--- config.mk ---
export PLATFORM = sky130hd
export DESIGN_NAME = sad_status_leds_flat
export DESIGN_NICKNAME = d
export VERILOG_FILES = /design/src/rtl/sad_status_leds_pkg.sv /design/src/rtl/sad_status_leds_if.sv /design/src/rtl/sad_led_prescaler.sv /design/src/rtl/sad_status_leds.sv /design/src/flat_wrapper.sv
export SDC_FILE = /design/constraint.sdc
export NUM_CORES = 1
export LEC_CHECK = 0
export ABC_AREA = 1
export CAP_MARGIN = 30
export CORE_ASPECT_RATIO = 2
export CORE_MARGIN = 10
export CORE_UTILIZATION = 45
export CTS_BUF_LIST = sky130_fd_sc_hd__clkbuf_8
export DETAILED_ROUTE_END_ITERATION = 10
export PLACE_DENSITY = 0.75
export SYNTH_ARGS = -nofsm -noshare
export SYNTH_HDL_FRONTEND = slang
export SYNTH_HIERARCHICAL = 1
export SYNTH_SLANG_ARGS = --single-unit
export TNS_END_PERCENT = 20
--- constraint.sdc ---
create_clock -name clk_usb -period 2.5 [get_ports clk_usb]
set_clock_uncertainty 0.05 [all_clocks]
set_input_delay 0.25 -clock clk_usb [delete_from_list [all_inputs] [get_ports clk_usb]]
set_output_delay 0.25 -clock clk_usb [all_outputs]
set_load 0.01 [all_outputs]
--- src/rtl/sad_status_leds_pkg.sv ---
// rtl/sad_status_leds_pkg.sv - shared state encodings for the SAD status LED block
package sad_status_leds_pkg;

   localparam int SAD_LED_STATE_W = 3;

   typedef enum logic [SAD_LED_STATE_W-1:0] {
      SAD_LED_IDLE   = 3'd0,
      SAD_LED_ARMED  = 3'd1,
      SAD_LED_ACTIVE = 3'd2,
      SAD_LED_TRIG   = 3'd3,
      SAD_LED_ERROR  = 3'd4
   } sad_led_state_e;

   // Where the FSM settles once a trigger hold ends or matching is switched off.
   function automatic sad_led_state_e sad_led_fall_back(input logic active, input logic armed);
      if (active)
         return SAD_LED_ACTIVE;
      else if (armed)
         return SAD_LED_ARMED;
      else
         return SAD_LED_IDLE;
   endfunction

endpackage

--- src/rtl/sad_status_leds_if.sv ---
// rtl/sad_status_leds_if.sv - SAD control flags in, front-panel LEDs and readback out
interface sad_status_leds_if
   import sad_status_leds_pkg::*;
#(
   parameter int pCNT_BITS = 8
);
   logic                       sad_reset;
   logic                       armed_and_ready;
   logic                       sad_active;
   logic                       xadc_error;
   logic                       trig_event;
   logic                       led_armed;
   logic                       led_capture;
   logic                       led_error;
   logic [SAD_LED_STATE_W-1:0] state_o;
   logic [pCNT_BITS-1:0]       trig_count;

   modport master (
      output sad_reset, armed_and_ready, sad_active, xadc_error, trig_event,
      input  led_armed, led_capture, led_error, state_o, trig_count
   );

   modport slave (
      input  sad_reset, armed_and_ready, sad_active, xadc_error, trig_event,
      output led_armed, led_capture, led_error, state_o, trig_count
   );

endinterface

--- src/rtl/sad_led_prescaler.sv ---
// rtl/sad_led_prescaler.sv - free-running blink prescaler with 3-bit phase counter
module sad_led_prescaler #(
   parameter int pPRESC_BITS = 22
) (
   input  logic       clk_usb,
   input  logic       reset_i,
   output logic       tick,
   output logic [2:0] phase
);

   logic [pPRESC_BITS-1:0] presc;
   logic [2:0]             phase_q;

   assign tick  = &presc;
   assign phase = phase_q;

   always_ff @(posedge clk_usb) begin
      if (reset_i) begin
         presc   <= '0;
         phase_q <= 3'd0;
      end else begin
         presc <= presc + pPRESC_BITS'(1);
         if (tick)
            phase_q <= phase_q + 3'd1;
      end
   end

endmodule

--- src/rtl/sad_status_leds.sv ---
// rtl/sad_status_leds.sv - SAD trigger status FSM, saturating trigger counter and LED drivers
module sad_status_leds
   import sad_status_leds_pkg::*;
#(
   parameter int pPRESC_BITS = 22,
   parameter int pHOLD_TICKS = 4,
   parameter int pCNT_BITS   = 8
) (
   input logic                 clk_usb,
   input logic                 reset_i,
   sad_status_leds_if.slave    bus
);

   localparam int HOLD_W = $clog2(pHOLD_TICKS + 1);
   localparam logic [HOLD_W-1:0] HOLD_LOAD = HOLD_W'(pHOLD_TICKS);

   logic                 tick;
   logic [2:0]           phase;
   sad_led_state_e       state_q;
   logic [HOLD_W-1:0]    hold_cnt;
   logic [pCNT_BITS-1:0] trig_count_q;
   logic [pCNT_BITS-1:0] trig_count_inc;
   logic                 led_armed_q;
   logic                 led_capture_q;
   logic                 led_error_q;

   sad_led_prescaler #(
      .pPRESC_BITS (pPRESC_BITS)
   ) u_prescaler (
      .clk_usb (clk_usb),
      .reset_i (reset_i),
      .tick    (tick),
      .phase   (phase)
   );

   assign trig_count_inc = (&trig_count_q) ? trig_count_q : trig_count_q + pCNT_BITS'(1);

   assign bus.state_o     = state_q;
   assign bus.trig_count  = trig_count_q;
   assign bus.led_armed   = led_armed_q;
   assign bus.led_capture = led_capture_q;
   assign bus.led_error   = led_error_q;

   always_ff @(posedge clk_usb) begin
      if (reset_i) begin
         state_q       <= SAD_LED_IDLE;
         hold_cnt      <= '0;
         trig_count_q  <= '0;
         led_armed_q   <= 1'b0;
         led_capture_q <= 1'b0;
         led_error_q   <= 1'b0;
      end else begin
         // LEDs follow the state register, so they trail state_o by one cycle.
         led_armed_q   <= (state_q == SAD_LED_ARMED) || (state_q == SAD_LED_TRIG) ||
                          ((state_q == SAD_LED_ACTIVE) && phase[2]);
         led_capture_q <= (state_q == SAD_LED_TRIG);
         led_error_q   <= (state_q == SAD_LED_ERROR) && phase[0];

         if (bus.sad_reset) begin
            state_q      <= SAD_LED_IDLE;
            trig_count_q <= '0;
            hold_cnt     <= '0;
         end else if (bus.xadc_error) begin
            state_q <= SAD_LED_ERROR;
         end else begin
            case (state_q)
               SAD_LED_IDLE: begin
                  if (bus.armed_and_ready)
                     state_q <= SAD_LED_ARMED;
               end
               SAD_LED_ARMED: begin
                  if (bus.sad_active)
                     state_q <= SAD_LED_ACTIVE;
                  else if (!bus.armed_and_ready)
                     state_q <= SAD_LED_IDLE;
               end
               SAD_LED_ACTIVE: begin
                  if (bus.trig_event) begin
                     state_q      <= SAD_LED_TRIG;
                     hold_cnt     <= HOLD_LOAD;
                     trig_count_q <= trig_count_inc;
                  end else if (!bus.sad_active) begin
                     state_q <= sad_led_fall_back(1'b0, bus.armed_and_ready);
                  end
               end
               SAD_LED_TRIG: begin
                  if (bus.trig_event) begin
                     hold_cnt     <= HOLD_LOAD;
                     trig_count_q <= trig_count_inc;
                  end else if (tick) begin
                     hold_cnt <= hold_cnt - HOLD_W'(1);
                     if (hold_cnt == HOLD_W'(1))
                        state_q <= sad_led_fall_back(bus.sad_active, bus.armed_and_ready);
                  end
               end
               SAD_LED_ERROR: begin
               end
               default: state_q <= SAD_LED_IDLE;
            endcase
         end
      end
   end

endmodule
--- src/flat_wrapper.sv ---
// flat-port wrapper written by rule: the top's interface ports become plain ports
module sad_status_leds_flat import sad_status_leds_pkg::*;
#(
   parameter int pPRESC_BITS = 22,
   parameter int pHOLD_TICKS = 4,
   parameter int pCNT_BITS   = 8
)
  (clk_usb, reset_i, bus_sad_reset, bus_armed_and_ready, bus_sad_active, bus_xadc_error, bus_trig_event, bus_led_armed, bus_led_capture, bus_led_error, bus_state_o, bus_trig_count);
  sad_status_leds_if #(.pCNT_BITS(pCNT_BITS)) bus_i ();
  input logic clk_usb;
  input logic reset_i;
  input wire logic [$bits(bus_i.sad_reset)-1:0] bus_sad_reset;
  input wire logic [$bits(bus_i.armed_and_ready)-1:0] bus_armed_and_ready;
  input wire logic [$bits(bus_i.sad_active)-1:0] bus_sad_active;
  input wire logic [$bits(bus_i.xadc_error)-1:0] bus_xadc_error;
  input wire logic [$bits(bus_i.trig_event)-1:0] bus_trig_event;
  output wire logic [$bits(bus_i.led_armed)-1:0] bus_led_armed;
  output wire logic [$bits(bus_i.led_capture)-1:0] bus_led_capture;
  output wire logic [$bits(bus_i.led_error)-1:0] bus_led_error;
  output wire logic [$bits(bus_i.state_o)-1:0] bus_state_o;
  output wire logic [$bits(bus_i.trig_count)-1:0] bus_trig_count;
  assign bus_i.sad_reset = bus_sad_reset;
  assign bus_i.armed_and_ready = bus_armed_and_ready;
  assign bus_i.sad_active = bus_sad_active;
  assign bus_i.xadc_error = bus_xadc_error;
  assign bus_i.trig_event = bus_trig_event;
  assign bus_led_armed = bus_i.led_armed;
  assign bus_led_capture = bus_i.led_capture;
  assign bus_led_error = bus_i.led_error;
  assign bus_state_o = bus_i.state_o;
  assign bus_trig_count = bus_i.trig_count;
  sad_status_leds #(.pPRESC_BITS(pPRESC_BITS), .pHOLD_TICKS(pHOLD_TICKS), .pCNT_BITS(pCNT_BITS)) u_core (.clk_usb(clk_usb), .reset_i(reset_i), .bus(bus_i));
endmodule
Word level (Yosys, flattened, before mapping):

Index checks and enable logic that the tools add are counted.

* register bits after elaboration: 42
* bits of input ports: 7
* word-level logic and storage cells: 67

* add/subtract/negate cells: 4
* equal/unequal tests: 20
* multiplexer cells: 16
* bitwise operators: 3
* reductions and logical operators: 15

Operator list (number)
* $mux 3: 13
* $add 22x1->22 const B: 1
* $reduce_and 22->1: 1
* $ne 3x3->1 const B: 5
* $pmux 3 s5: 1
* $reduce_and 7->1: 2
* $ne 2x2->1 const B: 5
* $add 8x1->8 const B: 1
* $ne 4x4->1 const B: 2
* $reduce_and 4->1: 2
* $reduce_and 8->1: 1
* $eq 3x1->1 const B: 2
* $eq 3x2->1 const B: 2
* $ne 3x2->1 const B: 2
* $pmux 3 s2: 1
* $reduce_or 2->1: 2
* $add 3x1->3 const B: 1
* $eq 3x3->1 const B: 1
* $logic_not 3->1: 1
* $not 1->1: 3
* $reduce_or 3->1: 1
* $sub 3x1->3 const B: 1
* $logic_and 1x1->1: 2
* $logic_or 1x1->1: 2
* 3 further kinds: 3

Logic depth before layout (Yosys ltp):

* word-level depth: 7
* mapped depth: 13
* mapped depth without buffers: 13

By module:

The synthesis kept the hierarchy.

By module, submodules not included
* sad_led_prescaler: instances 1, cells each 179, area each 1228.7 µm²
* sad_status_leds: instances 1, cells each 150, area each 975.9 µm²

Worst setup path after synthesis:

Ideal clock, no wire load.

* path kind: register to register
* start point: reg u_core.u_prescaler.presc[0]
* end point: reg u_core.state_q[0], in the netlist u_core/bus.state_o[0]
* setup time: 0.113 ns
* data arrival time: 1.634 ns
* slack: 0.703 ns
* cell stages (with the launch flop): 13
* path buffers: 0
* path through: dfxtp_1 -> ha_1 -> nand2_2 -> nor2_4 -> nand2_4 -> nor3_1 -> nand2_1 -> inv_1 -> nand2_1 -> a21oi_1 -> nand2_2 -> nor2_1 -> nor2_1

* cells in the longest elaborated chain, start to end: 3

RTL lines
* start: declaration: line sad_led_prescaler.sv:11 `logic [pPRESC_BITS-1:0] presc;`
* start signal: assignment: line sad_led_prescaler.sv:22 `presc <= presc + pPRESC_BITS'(1);`
* $reduce_and 22->1: line sad_led_prescaler.sv:14 `assign tick = &presc;`
* named net u_core.tick: line sad_status_leds.sv:17 `logic tick;`
* $ne 2x1->1 (no line)
* $reduce_and 7->1 (no line)
* end signal: assignment: line sad_status_leds.sv:83 `state_q <= sad_led_fall_back(1'b0, bus.armed_and_ready);`
* end signal: assignment: line sad_status_leds.sv:93 `state_q <= sad_led_fall_back(bus.sad_active, bus.armed_and_ready);`
* end: declaration: line sad_status_leds.sv:19 `sad_led_state_e state_q;`

The timed path passes the listed nets, and every way through them passes these cells.
A chain may end at the register's enable or synchronous reset.

Worst setup path in the final report:

Same ends and word-level chain as after synthesis.

==> impl_results.md <==
- Status: complete, no violations
- Final Hold Vio Count: 0
- Initial Util: 0.4574
- IO Pins: 21
- Post-CTS Setup Repair Bufs: 0
- NumNets Final: 367
- Top-count cell post-synth: nand2_1
- Max Root-Sink Buffers: 2
- Crit. End Element: register
- Cell taking the most area after synthesis: dfxtp_1
- CTS tree: built
- Largest cells by area after synthesis: dfxtp_1, nand2_1, nor2_1
- H-tree Lvls: 2
- Area growth syn-to-layout: 15.78%
- Worst-Margin Slew: 530.0 ps
- Mapped Cells: around 330
- Root buf cell: clkbuf_8
- Synth top area share: 0.3814
- Vias in the first global route: 1996
- Cts hold-fix bufs: 0
- Initial antenna violation count: 0
- Hold path depth: 1
- Ratio of cells with drive above 1 in the final layout: 0.07606
- Post-DRT Antenna Nets: 0
- WL final: ~4800 µm
- Number of flops mapped to enable cells by yosys: 0
- Row Count: 36
- RSZ-0062 raised after global routing: false
- Syn. warnings: 6
- Critical Path RT: 2640 ps
- Worst-path clk slew: 80 ps
- Cell Count, Final, Fillers Out: slightly above 400
- Remaining DRCs: 0
- Total CTS buffers: 5
- Die height: 119.0 µm
- First-pass GRT wire length: roughly 8400 µm
- Crit share post-route: 0.8091
- R2r setup slk: about 480 ps
- Worst EP arrival: approximately 2200 ps
- Vias: 2069
- Port Buf Inserts: 20
- Drt wl/cell: about 12 µm
- Number of clock sinks: 42
- DIE AREA: 0.008269 mm²
- Setup_tns: 0 ps
- Core outline area: 0.004820 mm²
- Chip width: 69.50 µm
- Max Clk Rate: a little under 500 MHz
- Hold Crit Class: reg2reg
- Worst R2R Path Depth: 12
- Total GRT Usage: 0.1179
- Syn Area/Cell: 6.701 µm²
- Top FF cell, synth: dfxtp_1
- MaxCap Viol Count: 0
- Violation count after the first detailed-route iteration: 50
- Yosys reg bits: 42
- Hold EP: u_core/u_prescaler/presc[0]
- Fin crit period: 2023 ps
- Fin. max-slew vios: 0
- Drt pass-1 iters: 4
- Largest net degree at the start of global routing: 18
- GPL Wtd Cong: 0.8105
- Leading cell types by count after synthesis: nand2_1, nor2_1, dfxtp_1, inv_1, a21oi_1
- PwrDens: roughly 460 mW/mm²
- Crit start category: register
- Netlist cell types: 26
- Dpl hpwl: 3821 µm
- CTS resizes: 0
- Async S/R FF share, synth: 0
- Sequential area share after synthesis: 0.3814
- Antenna Cells: 0
- Syn Nets: 341
- Grt ovf: 0
- Post-layout util: 0.5296
- Crit Path Category: reg2reg
- Cell area after synthesis: between 0.002 and 0.0025 mm²
- Total power: 1.166 mW
- Slew HR: 0.6463
- Max FO, Critical Path: 5
- Leakage: 1.028 nW
- R2r startpoint: u_core/u_prescaler/presc[0]
- Skew-Pair Late Insertion Delay: 290 ps
- Hold path startpoint: u_core/u_prescaler/presc[0]
- Placed Instances: 405
- # setup viols final: 0
- VDD IR max: 0.4529 mV
- Reg-to-reg endpoint: u_core/bus.state_o[0]
- Hold slack: 411.4 ps
- Vias/cell: between 5 and 6
==> cells by family after synthesis <==
logic type,count (synthesis),share of synthesized area
AO/OA/AOI/OAI,38,0.09080
XOR/XNOR,7,0.02781
adder cells (fa/ha/maj),5,0.02838
buffers and inverters,42,0.07491
flip-flops,42,0.3814
AND/OR/NAND/NOR,195,0.3967
==> power breakdown <==
part	total [mW]	leakage, nW	internal (mW)	switching (mW)
Sequential	0.681	0.339	0.675	0.00608
Combinational	0.0712	0.645	0.0289	0.0423
Clock	0.414	0.0438	0.188	0.226
==> metal layers <==
layer | track usage | routed length, µm | vias up
met2 | 0.2437 | 2811 | 23
met4 | 0.05316 | 113 | 0
li1 | - | - | 1086
met1 | 0.1032 | 1829 | 949
met3 | 0.01995 | 65 | 11
met5 | 0 | 0 | -
==> stage by stage <==
step                      setup slack, ps  instance area, µm²
final                               477.3                2552
after global placement              600.0                2474
after global routing                237.3                2552
after detailed placement            511.3                2474
after floorplan                     703.2                2205
after CTS                           458.4                2552
==> placed cells by master, fill, tap and decap left out, drive strengths merged <==
| cell | instances |
|---|---|
| nand2 | 91 |
| nor2 | 74 |
| dfxtp | 42 |
| inv | 39 |
| a21oi | 26 |
| nand3 | 22 |
| clkdlybuf4s50 | 20 |
| o21ai | 8 |
| xor2 | 6 |
| clkbuf | 5 |
| ha | 5 |
| nand4 | 4 |
| clkinv | 3 |
| o211ai | 2 |
| nor3 | 2 |
| a211oi | 1 |
| nor3b | 1 |
| buf | 1 |
| o21bai | 1 |
| xnor2 | 1 |
| and2 | 1 |
==> critical path, cell delays in order (launching register included) <==
cell     delay (ps)
dfxtp_1         370
ha_1            210
nand2_2          90
nor2_4          160
nand2_4         100
nor3_1          280
nand2_1          90
inv_1            50
nand2_1          40
a21oi_1         230
nand2_2          90
nor2_1          100
nor2_1           50
==> registers in the layout (all words and copies together), names as in the netlist <==
name                      cells
u_core/bus.trig_count         8
u_core/bus.state_o            3
u_core/bus.led_error          1
u_core/u_prescaler/phase      3
u_core/bus.led_armed          1
u_core/hold_cnt               3
u_core/u_prescaler/presc     22
u_core/bus.led_capture        1
==> how the worst max path moves through the flow <==
stage / from / to / slack [ps]
2_1_floorplan: u_core/u_prescaler/presc[0] / u_core/bus.state_o[0] / 700
3_3_place_gp: u_core/u_prescaler/presc[0] / u_core/bus.state_o[0] / 600
3_5_place_dp: u_core/u_prescaler/presc[0] / u_core/bus.state_o[0] / 510
4_1_cts: u_core/u_prescaler/presc[0] / u_core/bus.state_o[0] / 460
5_1_grt: u_core/u_prescaler/presc[0] / u_core/bus.state_o[0] / 240
6_report: u_core/u_prescaler/presc[0] / u_core/bus.state_o[0] / 480
==> final cells by class <==
type	count	area, µm²
Clock buffer	5	68.82
Clock inverter	2	10.01
Fill cell	476	2267
Inverter	40	155.1
Multi-Input combinational cell	245	1199
Sequential cell	42	840.8
Tap cell	57	71.32
Timing Repair Buffer	21	207.7
(Power assumes the default switching activity.)
